**src/rtl/flt2fix_seq_if.sv**
```systemverilog
// Handshake/bus bundle between the batch sequencer, data memory, converter core and bench control.
interface flt2fix_seq_if;
    logic        start;
    logic        done;
    logic        busy;
    logic        err;
    logic [7:0]  dm_addr;
    logic [7:0]  dm_in;
    logic [7:0]  dm_out;
    logic        dm_wr;
    logic        cvt_start;
    logic [15:0] cvt_flt;
    logic        cvt_done;
    logic [15:0] cvt_fix;

    modport master (
        input  start, dm_out, cvt_done, cvt_fix,
        output done, busy, err, dm_addr, dm_in, dm_wr, cvt_start, cvt_flt
    );

    modport slave (
        output start, dm_out, cvt_done, cvt_fix,
        input  done, busy, err, dm_addr, dm_in, dm_wr, cvt_start, cvt_flt
    );
endinterface

```
**src/rtl/flt2fix_seq.sv**
```systemverilog
// Batch sequencer: reads float16 operands from data memory, runs each through the converter core
// and writes the 8.8 results back, pulsing done once per batch.
module flt2fix_seq #(
    parameter int unsigned NUM_WORDS = 1,
    parameter int unsigned SRC_BASE  = 4,
    parameter int unsigned DST_BASE  = 6,
    parameter int unsigned TIMEOUT   = 64
) (
    input  logic          clk,
    input  logic          reset,
    flt2fix_seq_if.master bus
);
    localparam int unsigned TW = (TIMEOUT > 1) ? $clog2(TIMEOUT) : 1;

    typedef enum logic [2:0] {
        S_IDLE, S_RD_LO, S_RD_HI, S_REQ, S_WAIT, S_WR_LO, S_WR_HI, S_DONE
    } state_t;

    state_t      r_state, w_state;
    logic        r_start_q;
    logic [6:0]  r_idx, w_idx;
    logic [7:0]  r_lo, w_lo;
    logic [15:0] r_res, w_res;
    logic [TW-1:0] r_tmo, w_tmo;
    logic        r_done, w_done;
    logic        r_busy, w_busy;
    logic        r_err, w_err;
    logic [7:0]  r_dm_addr, w_dm_addr;
    logic [7:0]  r_dm_in, w_dm_in;
    logic        r_dm_wr, w_dm_wr;
    logic        r_cvt_start, w_cvt_start;
    logic [15:0] r_cvt_flt, w_cvt_flt;
    logic [7:0]  w_src, w_dst;

    // Next-state logic; outputs are decoded from the next state so they register in step with it.
    always_comb begin
        w_state   = r_state;
        w_idx     = r_idx;
        w_lo      = r_lo;
        w_res     = r_res;
        w_tmo     = r_tmo;
        w_err     = r_err;
        w_cvt_flt = r_cvt_flt;
        w_dm_addr = r_dm_addr;
        w_dm_in   = r_dm_in;

        case (r_state)
            S_IDLE: begin
                if (r_start_q && !bus.start) begin
                    w_state = S_RD_LO;
                    w_err   = 1'b0;
                    w_idx   = 7'd0;
                end
            end
            S_RD_LO: begin
                w_lo    = bus.dm_out;
                w_state = S_RD_HI;
            end
            S_RD_HI: begin
                w_cvt_flt = {bus.dm_out, r_lo};
                w_state   = S_REQ;
            end
            S_REQ: begin
                w_tmo   = '0;
                w_state = S_WAIT;
            end
            S_WAIT: begin
                if (bus.cvt_done) begin
                    w_res   = bus.cvt_fix;
                    w_state = S_WR_LO;
                end else if (r_tmo == TW'(TIMEOUT - 1)) begin
                    w_res   = 16'h0000;
                    w_err   = 1'b1;
                    w_state = S_WR_LO;
                end else begin
                    w_tmo = r_tmo + TW'(1);
                end
            end
            S_WR_LO: w_state = S_WR_HI;
            S_WR_HI: begin
                w_idx   = r_idx + 7'd1;
                w_state = (r_idx == 7'(NUM_WORDS - 1)) ? S_DONE : S_RD_LO;
            end
            S_DONE: begin
                w_idx   = 7'd0;
                w_state = S_IDLE;
            end
            default: w_state = S_IDLE;
        endcase

        w_src = 8'(SRC_BASE) + {w_idx, 1'b0};
        w_dst = 8'(DST_BASE) + {w_idx, 1'b0};
        case (w_state)
            S_RD_LO: w_dm_addr = w_src;
            S_RD_HI: w_dm_addr = r_dm_addr + 8'd1;
            S_WR_LO: begin
                w_dm_addr = w_dst;
                w_dm_in   = w_res[7:0];
            end
            S_WR_HI: begin
                w_dm_addr = r_dm_addr + 8'd1;
                w_dm_in   = w_res[15:8];
            end
            default: ;
        endcase

        w_dm_wr     = (w_state == S_WR_LO) || (w_state == S_WR_HI);
        w_cvt_start = (w_state == S_REQ);
        w_busy      = (w_state != S_IDLE);
        w_done      = (w_state == S_DONE);
    end

    always_ff @(posedge clk or negedge reset) begin
        if (!reset) begin
            r_state     <= S_IDLE;
            r_start_q   <= 1'b0;
            r_idx       <= 7'd0;
            r_lo        <= 8'd0;
            r_res       <= 16'd0;
            r_tmo       <= '0;
            r_done      <= 1'b0;
            r_busy      <= 1'b0;
            r_err       <= 1'b0;
            r_dm_addr   <= 8'd0;
            r_dm_in     <= 8'd0;
            r_dm_wr     <= 1'b0;
            r_cvt_start <= 1'b0;
            r_cvt_flt   <= 16'd0;
        end else begin
            r_state     <= w_state;
            r_start_q   <= bus.start;
            r_idx       <= w_idx;
            r_lo        <= w_lo;
            r_res       <= w_res;
            r_tmo       <= w_tmo;
            r_done      <= w_done;
            r_busy      <= w_busy;
            r_err       <= w_err;
            r_dm_addr   <= w_dm_addr;
            r_dm_in     <= w_dm_in;
            r_dm_wr     <= w_dm_wr;
            r_cvt_start <= w_cvt_start;
            r_cvt_flt   <= w_cvt_flt;
        end
    end

    assign bus.done      = r_done;
    assign bus.busy      = r_busy;
    assign bus.err       = r_err;
    assign bus.dm_addr   = r_dm_addr;
    assign bus.dm_in     = r_dm_in;
    assign bus.dm_wr     = r_dm_wr;
    assign bus.cvt_start = r_cvt_start;
    assign bus.cvt_flt   = r_cvt_flt;
endmodule

```
**src/flat_wrapper.sv**
```systemverilog
// flat-port wrapper written by rule: the top's interface ports become plain ports
module flt2fix_seq_flat 
#(
    parameter int unsigned NUM_WORDS = 1,
    parameter int unsigned SRC_BASE  = 4,
    parameter int unsigned DST_BASE  = 6,
    parameter int unsigned TIMEOUT   = 64
)
  (clk, reset, bus_start, bus_dm_out, bus_cvt_done, bus_cvt_fix, bus_done, bus_busy, bus_err, bus_dm_addr, bus_dm_in, bus_dm_wr, bus_cvt_start, bus_cvt_flt);
  flt2fix_seq_if bus_i ();
  input  logic clk;
  input  logic reset;
  input wire logic [$bits(bus_i.start)-1:0] bus_start;
  input wire logic [$bits(bus_i.dm_out)-1:0] bus_dm_out;
  input wire logic [$bits(bus_i.cvt_done)-1:0] bus_cvt_done;
  input wire logic [$bits(bus_i.cvt_fix)-1:0] bus_cvt_fix;
  output wire logic [$bits(bus_i.done)-1:0] bus_done;
  output wire logic [$bits(bus_i.busy)-1:0] bus_busy;
  output wire logic [$bits(bus_i.err)-1:0] bus_err;
  output wire logic [$bits(bus_i.dm_addr)-1:0] bus_dm_addr;
  output wire logic [$bits(bus_i.dm_in)-1:0] bus_dm_in;
  output wire logic [$bits(bus_i.dm_wr)-1:0] bus_dm_wr;
  output wire logic [$bits(bus_i.cvt_start)-1:0] bus_cvt_start;
  output wire logic [$bits(bus_i.cvt_flt)-1:0] bus_cvt_flt;
  assign bus_i.start = bus_start;
  assign bus_i.dm_out = bus_dm_out;
  assign bus_i.cvt_done = bus_cvt_done;
  assign bus_i.cvt_fix = bus_cvt_fix;
  assign bus_done = bus_i.done;
  assign bus_busy = bus_i.busy;
  assign bus_err = bus_i.err;
  assign bus_dm_addr = bus_i.dm_addr;
  assign bus_dm_in = bus_i.dm_in;
  assign bus_dm_wr = bus_i.dm_wr;
  assign bus_cvt_start = bus_i.cvt_start;
  assign bus_cvt_flt = bus_i.cvt_flt;
  flt2fix_seq #(.NUM_WORDS(NUM_WORDS), .SRC_BASE(SRC_BASE), .DST_BASE(DST_BASE), .TIMEOUT(TIMEOUT)) u_core (.clk(clk), .reset(reset), .bus(bus_i));
endmodule
```
**config.mk**
```make
export PLATFORM = sky130hd
export DESIGN_NAME = flt2fix_seq_flat
export DESIGN_NICKNAME = d
export VERILOG_FILES = /design/src/rtl/flt2fix_seq_if.sv /design/src/rtl/flt2fix_seq.sv /design/src/flat_wrapper.sv
export SDC_FILE = /design/constraint.sdc
export NUM_CORES = 1
export LEC_CHECK = 0
export CORE_MARGIN = 2
export CORE_UTILIZATION = 53
export DETAILED_ROUTE_END_ITERATION = 7
export HOLD_SLACK_MARGIN = 0.03
export PLACE_DENSITY_LB_ADDON = 0.25
export SETUP_SLACK_MARGIN = 0.3
export SLEW_MARGIN = 5
export SYNTH_ARGS = -nofsm -noshare
export SYNTH_HDL_FRONTEND = slang
export SYNTH_SLANG_ARGS = --single-unit
```
**constraint.sdc**
```tcl
create_clock -name clk -period 3.53 [get_ports clk]
set_input_delay 0.8825 -clock clk [delete_from_list [all_inputs] [get_ports clk]]
set_output_delay 0.8825 -clock clk [all_outputs]
set_load 0.05 [all_outputs]
```
* After elaboration in Yosys (flattened, before gate mapping)
Index checks and enable logic that the tools add are counted.
** Word-level totals
- Output and inout port bits :: 37
- Flip-flop bits (word level) :: 78
- Input bits :: 28
** Operators by class
- Equal/unequal tests :: 18
- Muxes and demuxes :: 19
- Add/sub/neg operators :: 5
- Reductions and logical operators :: 13
** Operators by type and width (count)
- $mux W16 :: 3
- $pmux W3 S8 :: 1
- $pmux W8 S3 :: 1
- $eq A3 B3 Y1 const B :: 7
- $pmux W7 S3 :: 1
- $add A3 B8 Y8 const A :: 2
- $pmux W8 S2 :: 1
- $eq A3 B2 Y1 const B :: 4
- $mux W3 :: 4
- $mux W6 :: 2
- $pmux W6 S2 :: 1
- $add A8 B1 Y8 const B :: 1
- $add A7 B1 Y7 const B :: 1
- $logic_not A7 Y1 :: 1
- $mux W7 :: 1
- $add A6 B1 Y6 const B :: 1
- $eq A3 B1 Y1 const B :: 2
- $eq A6 B6 Y1 const B :: 1
- $reduce_bool A2 Y1 :: 3
- $reduce_bool A3 Y1 :: 2
- $ne A2 B1 Y1 const B :: 2
- $ne A2 B2 Y1 const B :: 2
- $reduce_and A4 Y1 :: 1
- $logic_not A3 Y1 :: 1
- other kinds (7) :: 9

* Longest topological paths before layout
- Depth in word-level cells :: 7
- Mapped depth :: 14
- Gate-level depth less buffers :: 14

* Worst setup path before layout
OpenSTA, ideal clock, no wires.
- Path type :: input-to-reg
- Start :: input bus_start
- End :: register u_core.r_dm_addr[5], in the netlist u_core.bus.dm_addr[5]
- Arrival :: 2934 ps
- Buffers on the path :: 0
- Required time :: 3388 ps
- Cell stages on the path :: 10
- Library setup time :: 142 ps
- Path slack :: 454 ps
- Path through :: or4b_4 -> a21oi_1 -> a311oi_1 -> inv_1 -> ha_1 -> nor4_1 -> nor2_1 -> or4_1 -> nand4_1 -> o221ai_1
** Between the ends
- Elaborated cells on any way between the ends :: 15
- Classes of those cells :: add/sub: 2; eq/ne: 4; mux: 5; reduce/logical: 4
** RTL lines
- start: declaration :: RTL line flat_wrapper.sv:13 : input wire logic [$bits(bus_i.start)-1:0] bus_start;
- $logic_not A1 Y1 * :: RTL line flt2fix_seq.sv:49 : if (r_start_q && !bus.start) begin
- $logic_and A1 B1 Y1 * :: RTL line flt2fix_seq.sv:49
- $mux W7 * :: RTL line flt2fix_seq.sv:49
- $pmux W7 S3 * :: RTL line flt2fix_seq.sv:47 : case (r_state)
- named net u_core.w_idx[0] :: RTL line flt2fix_seq.sv:21 : logic [6:0] r_idx, w_idx;
- $add A3 B8 Y8 (on tied branches) :: RTL line flt2fix_seq.sv:92, flt2fix_seq.sv:91
- $pmux W8 S3 * :: RTL line flt2fix_seq.sv:93 : case (w_state)
- end signal: assignment :: RTL line flt2fix_seq.sv:139 : r_dm_addr <= w_dm_addr;
- end: declaration :: RTL line flt2fix_seq.sv:28 : logic [7:0] r_dm_addr, w_dm_addr;
The timed path passes the listed nets; every way through them passes the cells marked *.
A chain may end at the register's enable or synchronous reset.

* Worst setup path after layout
- Start :: input bus_cvt_done
- End :: register u_core.r_dm_addr[5], in the netlist u_core.bus.dm_addr[5]
** Between the ends
- Longest elaborated chain between the ends :: 5
- Elaborated cells on any way between the ends :: 9
- Classes of those cells :: eq/ne: 4; mux: 3; reduce/logical: 2
** Ends and longest elaborated chain
- start: declaration :: RTL line flat_wrapper.sv:15 : input wire logic [$bits(bus_i.cvt_done)-1:0] bus_cvt_done;
- $mux W3 * :: RTL line flt2fix_seq.sv:68 : if (bus.cvt_done) begin
- $pmux W3 S8 * :: RTL line flt2fix_seq.sv:47
- named net u_core.w_state[0] :: RTL line flt2fix_seq.sv:19 : state_t r_state, w_state;
- $eq A3 B2 Y1 / $eq A3 B3 Y1 (equally long branches) :: RTL line flt2fix_seq.sv:93
- $reduce_or A2 Y1 (no source line)
- $pmux W8 S3 / $reduce_bool A3 Y1 (equally long branches)
Marks and branches as above.

==> key figures <==
Run status
  • Outcome: completed

GRT
  • Largest net degree at the start of global routing: 79
  • First-pass GRT wire length: 14400 µm
  • Antenna violations before repair: 0
  • Vias in the first global route: 3045
  • Overall Global Routing Usage: 0.238
  • GRT Residual Overflow: 0

Route
  • Post-DR wirelength/cell: between 15 and 20 µm
  • First-pass detailed-route iteration total: 4
  • Starting DRC count in detailed routing: about 170
  • Residual DRC: 0
  • WL final: 8640 µm
  • Via Count: 3133
  • ANT nets after route: 0
  • Vias per cell: roughly 5.8

STA
  • Endpoints failing setup: 0
  • FMAX: 0.337 GHz
  • Final Hold Viols: 0
  • RSZ-0062 raised after global routing: no
  • Final Max Slew Viols: 0
  • Relative slew margins: 0.361
  • Final Critical Period: 2.97 ns
  • TNS Setup: 0 ns
  • Period utilization: 0.842
  • Worst Max-Slew Pin Slew: between 0.9 and 1 ns
  • Clock Skews: 0.00711 ns

Logic synthesis
  • Top cells by area, synth: dfrtp_1 (51%), mux2_2 (7.6%), ha_1 (3.6%)
  • Post-synth top flop: dfrtp_1
  • Post-Synthesis Cells: 370
  • Mapped Nets: 409
  • Leading cell type by number of instances after synthesis: dfrtp_1
  • Async S/R FF share, synth: 1.00
  • Post-synth EDFFs: 0
  • Yosys top cell area share: 0.509
  • Area leader, netlist: dfrtp_1
  • Post-synth top cells: dfrtp_1 (78), inv_1 (27), a21oi_1 (26), mux2_2 (26), o21ai_0 (26)
  • Yosys warnings: 0
  • Syn avg cell area: a little over 10 µm²
  • Post-Syn Area: 3830 µm²
  • Post-synthesis sequential area ratio: 0.509
  • FF+latch count, synth: about 80
  • Yosys cell types: 53

Place
  • Detailed placement HPWL: 6000 µm
  • Final GP Congestion: about 0.9
  • DP Cell Count: about 530
  • Area after DPL: 4640 µm²
  • IO buf count: 64

Clocking
  • Hold Buf Count CTS: 0
  • Clock transition at path regs: 0.08 ns
  • CTS sink count: 78
  • CTS root buf: clkbuf_8
  • Skew-Pair Late Insertion Delay: 0.35 ns
  • Cts bufs inserted: 9
  • H-tree depth: 3
  • Maximum clock path buffer count: 2
  • CTS tree: yes

Pwr
  • Pint: 0.00270 W
  • Switching pwr: 0.00229 W
  • Sequential share of power: 0.304
  • Switching share of power: 0.459
  • Pwr Total: 0.00498 W
  • Comb pwr share: 0.546
  • Peak supply drop: 651 µV
  • Power Density: between 1000 and 1500 nW/µm²
  • Clk network pwr share: 0.150
  • Leakage: 2.15 nW

Worst setup path
  • Crit path top cell by count: nor2_1
  • Crit path max fanout: 11
  • Critical Path End Type: flip-flop
  • CP max stage delay: 0.47 ns
  • Worst-path cell chain: clkdlybuf4s50_1, nor2_1, a21oi_1, nor2_1, nor2_1, ha_1, a21bo_2, nor2_1, or4_1, nand4_1, o221ai_1
  • Critical Path AT: 3.18 ns
  • R2R Setup Slk: 0.59 ns
  • Worst path slowest cell: or4_1
  • Critical path type: in -> reg
  • Critical Path RT: 3.74 ns
  • R2R cell count: 12
  • CP Launch Type: input port

Floorplanning
  • Die Span Y: 89.0 µm
  • I/O pin cnt: 65
  • Initial Utilization: 0.555
  • Die Wd: 89.0 µm
  • Core ar.: 6910 µm²
  • DIE AREA: between 7000 and 8000 µm²
  • Num rows: 30

Cells and area
  • Fin area: 4890 µm²
  • Share of layout cells above drive strength 1: 0.170
  • Layout Cells excl Fill: 544
  • Layout net count: 482
  • Area Growth Syn to Fin: 27.5%
  • Diode count: 0

Min path
  • Worst hold path class: reg -> reg
  • Hold path cells: 2

Flow run
  • MaxCap Viol Count: 0
## placed cells by master (no fill, tap or decap), types with 3 or more instances in the layout
master and count:
a21oi_1 26, a22o_1 8, a22oi_1 9, a31oi_1 3, buf_4 17, clkbuf_8 9, clkdlybuf4s50_1 62, dfrtp_1 78
ha_1 11, inv_1 27, mux2_2 26, nand2_1 23, nand3_1 22, nand3b_1 3, nor2_1 20, nor2b_1 3
nor3_1 7, o21ai_0 25, o22ai_1 9, xnor2_1 6
## cells by family (layout without fill, tap and decap cells)
family          after synthesis  in the layout  share of synthesized area
compound gates              105            105                      0.185
fa+ha+maj                    11             11                     0.0359
xor+xnor                      8              8                     0.0183
simple gates                 96             96                      0.124
mux                          27             27                     0.0790
buf+inv                      45            123                     0.0474
flops                        78             78                      0.509
## layout make-up
class                      instances  area (µm²)
multi-input combinational        247        1730
clock inverter                     7        96.3
clock buffer                       9         124
tap                               96         120
timing repair buffer              80         761
fill                             533        2020
sequential                        78        1950
inverter                          27         101
## power by group through the flow
| stage | logic (W) | registers [W] | clock network [W] |
|---|---|---|---|
| 5_1_grt | 0.00294 | 0.00157 | 0.000787 |
| 3_3_place_gp | 0.00264 | 0.00151 | 0 |
| 2_1_floorplan | 0.00129 | 0.00206 | 0 |
| 6_report | 0.00272 | 0.00151 | 0.000746 |
| 3_5_place_dp | 0.00270 | 0.00152 | 0 |
| 4_1_cts | 0.00271 | 0.00151 | 0.000754 |
## state kept, by name, summed over array words and instances, names as in the netlist
name	cells
u_core.bus.dm_wr	1
u_core.r_tmo	6
u_core.bus.busy	1
u_core.r_idx	7
u_core.r_lo	8
u_core.bus.err	1
u_core.r_start_q	1
u_core.r_state	3
u_core.bus.cvt_flt	16
u_core.bus.dm_addr	8
u_core.bus.cvt_start	1
u_core.bus.dm_in	8
u_core.bus.done	1
u_core.r_res	16
## metrics by stage
stage	setup WS (ns)	hold slack, ns	utilization
global placement	0.0583	0.471	0.671
CTS	0.345	0.498	0.703
global route	0.305	0.518	0.707
finish	0.559	0.491	0.707
floorplan	0.454	0.451	-
detailed placement	0.00713	0.474	0.671
## layer usage
| metal | track usage | share of wire |
|---|---|---|
| met5 | 0 | 0 |
| met4 | 0.104 | 0.019 |
| met3 | 0.0489 | 0.053 |
| met2 | 0.373 | 0.48 |
| met1 | 0.322 | 0.45 |
## final timing paths
| path | end | start |
|---|---|---|
| max | u_core.bus.dm_addr[5]$_DFFE_PN0P_ | bus_cvt_done |
| min | u_core.r_res[7]$_DFF_PN0_ | u_core.r_res[7]$_DFF_PN0_ |
| max reg2reg | u_core.bus.dm_addr[5]$_DFFE_PN0P_ | u_core.r_idx[2]$_DFF_PN0_ |
| min reg2reg | u_core.r_res[7]$_DFF_PN0_ | u_core.r_res[7]$_DFF_PN0_ |
| max in group asynchronous | u_core.r_res[10]$_DFF_PN0_ | reset |
| min in group asynchronous | u_core.bus.cvt_flt[13]$_DFFE_PN0P_ | reset |
## what timing repair did
action                     CTS  global route
setup endpoints to repair    0             4
gates resized for setup      0             5
setup buffers                0             1
## critical path, delay by kind of cell
family                     cells  cell delay [ns]
and+or+nand+nor                6             1.06
adders and majority gates      1             0.25
AOI/OAI and AO/OA              3             0.53
buffers and inverters          1             0.45
Note: power is estimated with default switching activity, not from simulation.
